$ cat config.mk
export PLATFORM = sky130hd
export DESIGN_NAME = rx_serial_7o1
export DESIGN_NICKNAME = d
export VERILOG_FILES = /design/src/rtl/serial_7O1_pkg.sv /design/src/rtl/contador_m.sv /design/src/rtl/rx_serial_7o1_fd.sv /design/src/rtl/rx_serial_7o1.sv
export SDC_FILE = /design/constraint.sdc
export NUM_CORES = 1
export LEC_CHECK = 0
export ABC_AREA = 1
export BUFFER_PORTS_ARGS = -buffer_cell sky130_fd_sc_hd__buf_2
export CAP_MARGIN = 10
export CELL_PAD_IN_SITES_DETAIL_PLACEMENT = 1
export CELL_PAD_IN_SITES_GLOBAL_PLACEMENT = 1
export CORE_MARGIN = 2
export CORE_UTILIZATION = 44
export DETAILED_ROUTE_END_ITERATION = 6
export GPL_TIMING_DRIVEN = 0
export PLACE_DENSITY = 0.83
export SLEW_MARGIN = 5
export SYNTH_ARGS = -nofsm -noshare
export SYNTH_HDL_FRONTEND = slang
export SYNTH_SLANG_ARGS = --single-unit
export TNS_END_PERCENT = 50
$ cat constraint.sdc
create_clock -name clock -period 3.5 [get_ports clock]
set_clock_uncertainty 0.15 [all_clocks]
set_input_delay 0.175 -clock clock [delete_from_list [all_inputs] [get_ports clock]]
set_output_delay 0.175 -clock clock [all_outputs]
set_load 0.05 [all_outputs]
$ cat src/rtl/serial_7O1_pkg.sv
// Shared 7O1 serial link definitions (receiver and transmitter).
// State codes, frame constants, baud presets, parity sense.
package serial_7O1_pkg;

  localparam int DATA_BITS = 7;

  localparam int M_115200 = 434;
  localparam int N_115200 = 9;
  localparam int M_9600   = 5208;
  localparam int N_9600   = 13;

  // Odd parity: data bits plus parity bit hold an odd count of ones.
  localparam logic PARITY_ODD = 1'b1;

  typedef enum logic [3:0] {
    ST_IDLE   = 4'd0,
    ST_START  = 4'd1,
    ST_DATA   = 4'd2,
    ST_PARITY = 4'd3,
    ST_STOP   = 4'd4,
    ST_DONE   = 4'd5
  } serial_state_t;

  function automatic logic parity_error(
    input logic [DATA_BITS-1:0] d,
    input logic                 p
  );
    return (^{d, p}) != PARITY_ODD;
  endfunction

endpackage

$ cat src/rtl/contador_m.sv
// Modulo-M counter with end-of-count and mid-count strobes.
// Ports: clock, reset, zera (sync clear), conta (enable), fim, meio.
module contador_m #(
  parameter int M = 434,
  parameter int N = 9
) (
  input  logic clock,
  input  logic reset,
  input  logic zera,
  input  logic conta,
  output logic fim,
  output logic meio
);

  logic [N-1:0] q;

  assign fim  = (q == N'(M - 1));
  // Count M/2-1 lands on cycle M/2 after a clear.
  assign meio = (q == N'(M / 2 - 1));

  always_ff @(posedge clock) begin
    if (reset || zera) begin
      q <= '0;
    end else if (conta) begin
      q <= fim ? '0 : q + 1'b1;
    end
  end

endmodule

$ cat src/rtl/rx_serial_7o1_fd.sv
// 7O1 receiver datapath: bit timer, shift register, status regs.
// Ports: clock, reset, linha, FSM controls in; tick, ultimo_bit,
// dados_ascii, pronto, tem_dado, erro_paridade, erro_stop out.
import serial_7O1_pkg::*;

module rx_serial_7O1_fd #(
  parameter int M = M_115200,
  parameter int N = N_115200
) (
  input  logic                 clock,
  input  logic                 reset,
  input  logic                 linha,
  input  logic                 zera,
  input  logic                 conta,
  input  logic                 desloca,
  input  logic                 captura_par,
  input  logic                 carrega,
  input  logic                 recebe,
  output logic                 tick,
  output logic                 ultimo_bit,
  output logic [DATA_BITS-1:0] dados_ascii,
  output logic                 pronto,
  output logic                 tem_dado,
  output logic                 erro_paridade,
  output logic                 erro_stop
);

  logic                 meio;
  logic                 fim;
  logic [DATA_BITS-1:0] sr;
  logic [2:0]           idx;
  logic                 par_bit;

  contador_m #(.M(M), .N(N)) u_cnt (
    .clock (clock),
    .reset (reset),
    .zera  (zera),
    .conta (conta),
    .fim   (fim),
    .meio  (meio)
  );

  assign tick       = conta & meio;
  assign ultimo_bit = (idx == 3'(DATA_BITS - 1));

  always_ff @(posedge clock) begin
    if (reset) begin
      sr            <= '0;
      idx           <= '0;
      par_bit       <= 1'b0;
      dados_ascii   <= '0;
      pronto        <= 1'b0;
      tem_dado      <= 1'b0;
      erro_paridade <= 1'b0;
      erro_stop     <= 1'b0;
    end else begin
      if (zera) begin
        idx <= '0;
      end else if (desloca) begin
        idx <= idx + 1'b1;
      end
      // LSB first: first bit ends up in sr[0].
      if (desloca) begin
        sr <= {linha, sr[DATA_BITS-1:1]};
      end
      if (captura_par) begin
        par_bit <= linha;
      end
      pronto <= carrega;
      if (carrega) begin
        dados_ascii   <= sr;
        erro_paridade <= parity_error(sr, par_bit);
        erro_stop     <= ~linha;
        tem_dado      <= 1'b1;
      end else if (recebe && !pronto) begin
        // An ack coinciding with pronto loses to the new data.
        tem_dado <= 1'b0;
      end
    end
  end

endmodule

$ cat src/rtl/rx_serial_7o1.sv
// 7O1 async serial receiver top: optional sync, FSM, datapath.
// Ports: clock, reset, dado_serial, recebe in; dados_ascii, pronto,
// tem_dado, erro_paridade, erro_stop, db_* debug out.
// Define RX_SERIAL_SYNC_EN to add a 2-flop input synchronizer.
import serial_7O1_pkg::*;

module rx_serial_7o1 #(
  parameter int M = M_115200,
  parameter int N = N_115200
) (
  input  logic                 clock,
  input  logic                 reset,
  input  logic                 dado_serial,
  input  logic                 recebe,
  output logic [DATA_BITS-1:0] dados_ascii,
  output logic                 pronto,
  output logic                 tem_dado,
  output logic                 erro_paridade,
  output logic                 erro_stop,
  output logic                 db_tick,
  output logic                 db_dado_serial,
  output logic [3:0]           db_estado
);

  serial_state_t estado;
  serial_state_t prox;
  logic          linha;
  logic          tick;
  logic          ultimo_bit;
  logic          zera;
  logic          conta;
  logic          desloca;
  logic          captura_par;
  logic          carrega;

`ifdef RX_SERIAL_SYNC_EN
  logic [1:0] sync_q;

  always_ff @(posedge clock) begin
    if (reset) begin
      sync_q <= 2'b11;
    end else begin
      sync_q <= {sync_q[0], dado_serial};
    end
  end

  assign linha = sync_q[1];
`else
  assign linha = dado_serial;
`endif

  always_ff @(posedge clock) begin
    if (reset) begin
      estado <= ST_IDLE;
    end else begin
      estado <= prox;
    end
  end

  always_comb begin
    prox        = estado;
    zera        = 1'b0;
    conta       = 1'b1;
    desloca     = 1'b0;
    captura_par = 1'b0;
    carrega     = 1'b0;
    unique case (estado)
      ST_IDLE: begin
        conta = 1'b0;
        zera  = 1'b1;
        if (!linha) prox = ST_START;
      end
      ST_START: begin
        if (tick) prox = linha ? ST_IDLE : ST_DATA;
      end
      ST_DATA: begin
        if (tick) begin
          desloca = 1'b1;
          if (ultimo_bit) prox = ST_PARITY;
        end
      end
      ST_PARITY: begin
        if (tick) begin
          captura_par = 1'b1;
          prox        = ST_STOP;
        end
      end
      ST_STOP: begin
        // Outputs load here so they are valid in the DONE cycle.
        if (tick) begin
          carrega = 1'b1;
          prox    = ST_DONE;
        end
      end
      ST_DONE: prox = ST_IDLE;
      default: prox = ST_IDLE;
    endcase
  end

  rx_serial_7O1_fd #(.M(M), .N(N)) u_fd (
    .clock         (clock),
    .reset         (reset),
    .linha         (linha),
    .zera          (zera),
    .conta         (conta),
    .desloca       (desloca),
    .captura_par   (captura_par),
    .carrega       (carrega),
    .recebe        (recebe),
    .tick          (tick),
    .ultimo_bit    (ultimo_bit),
    .dados_ascii   (dados_ascii),
    .pronto        (pronto),
    .tem_dado      (tem_dado),
    .erro_paridade (erro_paridade),
    .erro_stop     (erro_stop)
  );

  assign db_tick        = tick;
  assign db_dado_serial = linha;
  assign db_estado      = estado;

endmodule

==> reports/results.txt <==
After detailed routing, no signal wire sits above met4. Type of destination of the critical path: an output port. The run gives 1553 as the via count of the first global-routing pass.

Setup repair after global routing left no endpoint under its margin. Data on the critical path is required at its endpoint by 3.17 ns. The count of TritonRoute iterations in the first routing pass came out at 4. Final critical-path setup slack: 1.65 ns. The tree is rooted in a sky130_fd_sc_hd__clkbuf_8. The area growth from synthesis to final layout works out to 17.3%.

The floorplan step defined a die boundary enclosing 4300 um2. After detailed routing, the number of remaining DRC violations is 0. Entering global routing, the biggest net connects 11 pins. During synthesis, Yosys emitted a total of 0 warnings. The multi-input combinational cells in the finished layout cover a total of 840 um2. The met3 wire length was 134 um; the reported leakage power was 0.962 nW. For the number of buffers inserted to repair setup after CTS, the log shows 0.

The row count is 22, and the share of the synthesized area in the top cell type is 40.8%. The tools report the number of clock buffers inserted by TritonCTS as 5. The logs give 0 for the count of endpoints failing setup in the final report and 1.88 ns for the pre-CTS setup slack.

After detailed routing, the total wire length is 4110 um. Summed over all layers, the global routing overflow is 0. The clock reaches the later pin of the worst-skew pair after 0.30 ns.

The global placement routability congestion came out at 0.774. In this run the worst path has a maximum fanout of 5. In the final layout, the share of cells above drive strength 1 is 20.4%.

The number of vias per cell was 4.87; the average instance area after synthesis was 7.35 um2. The critical path class was flip-flop to output port. The final period demand of the worst path works out to 1.85 ns. Data on the critical path arrives at its endpoint at 1.52 ns.

For the area used by sequential logic in the layout, the log shows 681 um2. The number of nets in the synthesized netlist was 236; the count of inserted antenna diode cells was 0. Global routing used 21.7% of the available tracks across all layers. Number of placed I/O pins: 21. The net count of the finished layout is 264.

The clock-pin slew on the worst setup and hold paths was 0.07 ns; the setup TNS was 0 ns. No sink is reached through more buffers than the 2 on the longest clock path. In the synthesized netlist, the number of instances is 227.

In this run, distinct cell masters in the synthesized netlist total 27. Timing would allow up to 542 MHz. Once detail routing completed, the nets flagged for antenna violations numbered 0. For the placed wire-length estimate after detailed placement, the log shows 2810 um. Commonest non-fill, non-tap cell in the layout: sky130_fd_sc_hd__nand2_1.

For the fill cell instance count of the final layout, the log shows 483. TritonCTS built the clock tree. Number of antenna violations at the first check in global routing: 0. Detailed routing placed a total of 2130 um of wire on met2. After layout, the worst path uses 52.7% of the clock period. The floorplan step defined a core boundary enclosing 3660 um2.

Across the run, the number of max-cap violations was 0. The register bit count reported by yosys works out to 34. Power spread over the standard cell area amounts to 589 nW/um2. The die is 65.6 um wide. Initial standard-cell utilization of the core: 45.6%.

The violation count after the first detailed-routing iteration was 57; the height of the chip was 65.6 um. After synthesis, the cell types taking the most area are sky130_fd_sc_hd__dfxtp_1 (41%), sky130_fd_sc_hd__nand2_1 (9.5%), sky130_fd_sc_hd__nor2_1 (7.9%). The class of the tightest hold or removal check is input port to flip-flop. The number of gates resized after CTS came out at 0. In the layout the commonest cells are sky130_fd_sc_hd__nand2_1 (42), sky130_fd_sc_hd__nor2_1 (35), sky130_fd_sc_hd__dfxtp_1 (34), sky130_fd_sc_hd__inv_1 (25), sky130_fd_sc_hd__buf_2 (20). The kind of launch point of the worst setup path was a flip-flop. The logs give 40.8% for the fraction of the yosys area taken by sequential cells and 0.0824 ns for the hold slack. The run gives 0 as the number of failing hold endpoints at the final stage. The H-tree depth reported by CTS came out at 2. Dividing the detail-routed wire length by the instance count gives 13.6 um. The run gives 1477 as the via total after detailed routing.

The cell taking the most area after synthesis was sky130_fd_sc_hd__dfxtp_1. After synthesis the cells add up to 1670 um2. The worst-case vdd ir drop came out at 0.258 mV.

The tools report the sum of routed wire segments on met1 as 1780 um. The flow ran to the end, and the final reports show no timing, DRC or antenna violations. Clock tree synthesis found a total of 34 sinks. The tools report the first-pass GRT wire length as 6930 um. The total count of max-transition violations in the final report came out at 0.

Buffers placed on the I/O ports in this run total 19.
-- worst max-delay path, cell delays in order, from the launching register on --
cell	delay [ns]
sky130_fd_sc_hd__dfxtp_1	0.35
sky130_fd_sc_hd__inv_1	0.07
sky130_fd_sc_hd__ha_1	0.13
sky130_fd_sc_hd__nand2_1	0.09
sky130_fd_sc_hd__nor2_4	0.13
sky130_fd_sc_hd__nand3_1	0.13
sky130_fd_sc_hd__inv_1	0.07
sky130_fd_sc_hd__buf_2	0.25
-- power breakdown --
| group | switching [mW] | internal (mW) |
|---|---|---|
| combinational | 0.237 | 0.0939 |
| sequential | 0.0341 | 0.408 |
| clock | 0.151 | 0.228 |
| total | 0.422 | 0.730 |
-- per-layer routing --
layer | GRT usage (%) | vias up
met5 | 0 | -
met1 | 23.4 | 685
met2 | 40.3 | 19
met4 | 10.2 | 0
met3 | 4.11 | 8
li1 | - | 765
-- area by class of cell --
class,instances,area share (%)
plain buffers,6,2.37
clock buffers,6,4.22
clock inverters,1,1.54
inverters,27,5.18
multi-input cells,160,42.9
flip-flops and latches,34,34.8
well taps,48,3.07
repair buffers,21,5.89
-- state kept, by name (all words and copies together) (netlist names) --
signal and cells:
u_fd.u_cnt.q 9, u_fd.dados_ascii 7, u_fd.sr 7, db_estado 3
u_fd.idx 3, u_fd.erro_paridade 1, u_fd.erro_stop 1, u_fd.par_bit 1
u_fd.pronto 1, u_fd.tem_dado 1
-- synth_stat cells --
cell                        n
sky130_fd_sc_hd__nand2_2    8
sky130_fd_sc_hd__buf_2      1
sky130_fd_sc_hd__o21ai_2    1
sky130_fd_sc_hd__buf_4      2
sky130_fd_sc_hd__xor2_1     2
sky130_fd_sc_hd__inv_2      2
sky130_fd_sc_hd__nand2_4    1
sky130_fd_sc_hd__nor2_2     2
sky130_fd_sc_hd__o21ai_1    5
sky130_fd_sc_hd__clkbuf_1   1
sky130_fd_sc_hd__nand2_1   42
sky130_fd_sc_hd__conb_1     1
sky130_fd_sc_hd__nor2_1    35
sky130_fd_sc_hd__nor2_4     3
sky130_fd_sc_hd__buf_6      2
sky130_fd_sc_hd__nand4_1    3
sky130_fd_sc_hd__xnor2_1    3
sky130_fd_sc_hd__dfxtp_1   34
sky130_fd_sc_hd__or2_2      1
sky130_fd_sc_hd__a21oi_1   16
sky130_fd_sc_hd__nor2_8     2
sky130_fd_sc_hd__nor3_1     3
sky130_fd_sc_hd__inv_1     25
sky130_fd_sc_hd__a21oi_2    1
sky130_fd_sc_hd__o21ai_0   16
sky130_fd_sc_hd__nand3_1   10
sky130_fd_sc_hd__ha_1       5
-- repair_timing --
action | in CTS | in global routing
hold buffers | 2 | 0
setup endpoints to repair | 0 | 0
hold endpoints to repair | 2 | 0
-- stage by stage --
stage / util, % / instance area (um2) / std cells / power [mW]
3_5_place_dp: 49.8 / 1820 / 294 / 0.767
6_report: 53.4 / 1960 / 303 / 1.15
3_3_place_gp: 49.8 / 1820 / 294 / 0.758
2_1_floorplan: - / 1670 / 227 / 0.699
4_1_cts: 53.4 / 1960 / 303 / 1.16
5_1_grt: 53.4 / 1960 / 303 / 1.22
-- cell families (layout without fill, tap and decap cells) --
family                   count (synthesis)  after routing  synth area share (%)
buffers and inverters                   33             61                  8.85
XOR/XNOR                                 5              5                  2.63
AND/OR/NAND/NOR                        110            110                  31.6
AO/OA/AOI/OAI                           39             39                  12.2
flip-flops                              34             34                  40.8
other                                    1              1                 0.225
adder cells (fa/ha/maj)                  5              5                  3.75
-- worst paths after layout --
path | startpoint | endpoint | slack, ns | cells after the start
worst min register to register | u_fd.tem_dado | u_fd.tem_dado | 0.33 | 2
worst max register to register | u_fd.u_cnt.q[0] | db_estado[2] | 1.83 | 9
worst max-delay path | u_fd.u_cnt.q[0] | db_tick | 1.65 | 7
worst min-delay path | recebe | u_fd.tem_dado | 0.08 | 4
No activity file was read; power rests on OpenSTA's default activity.
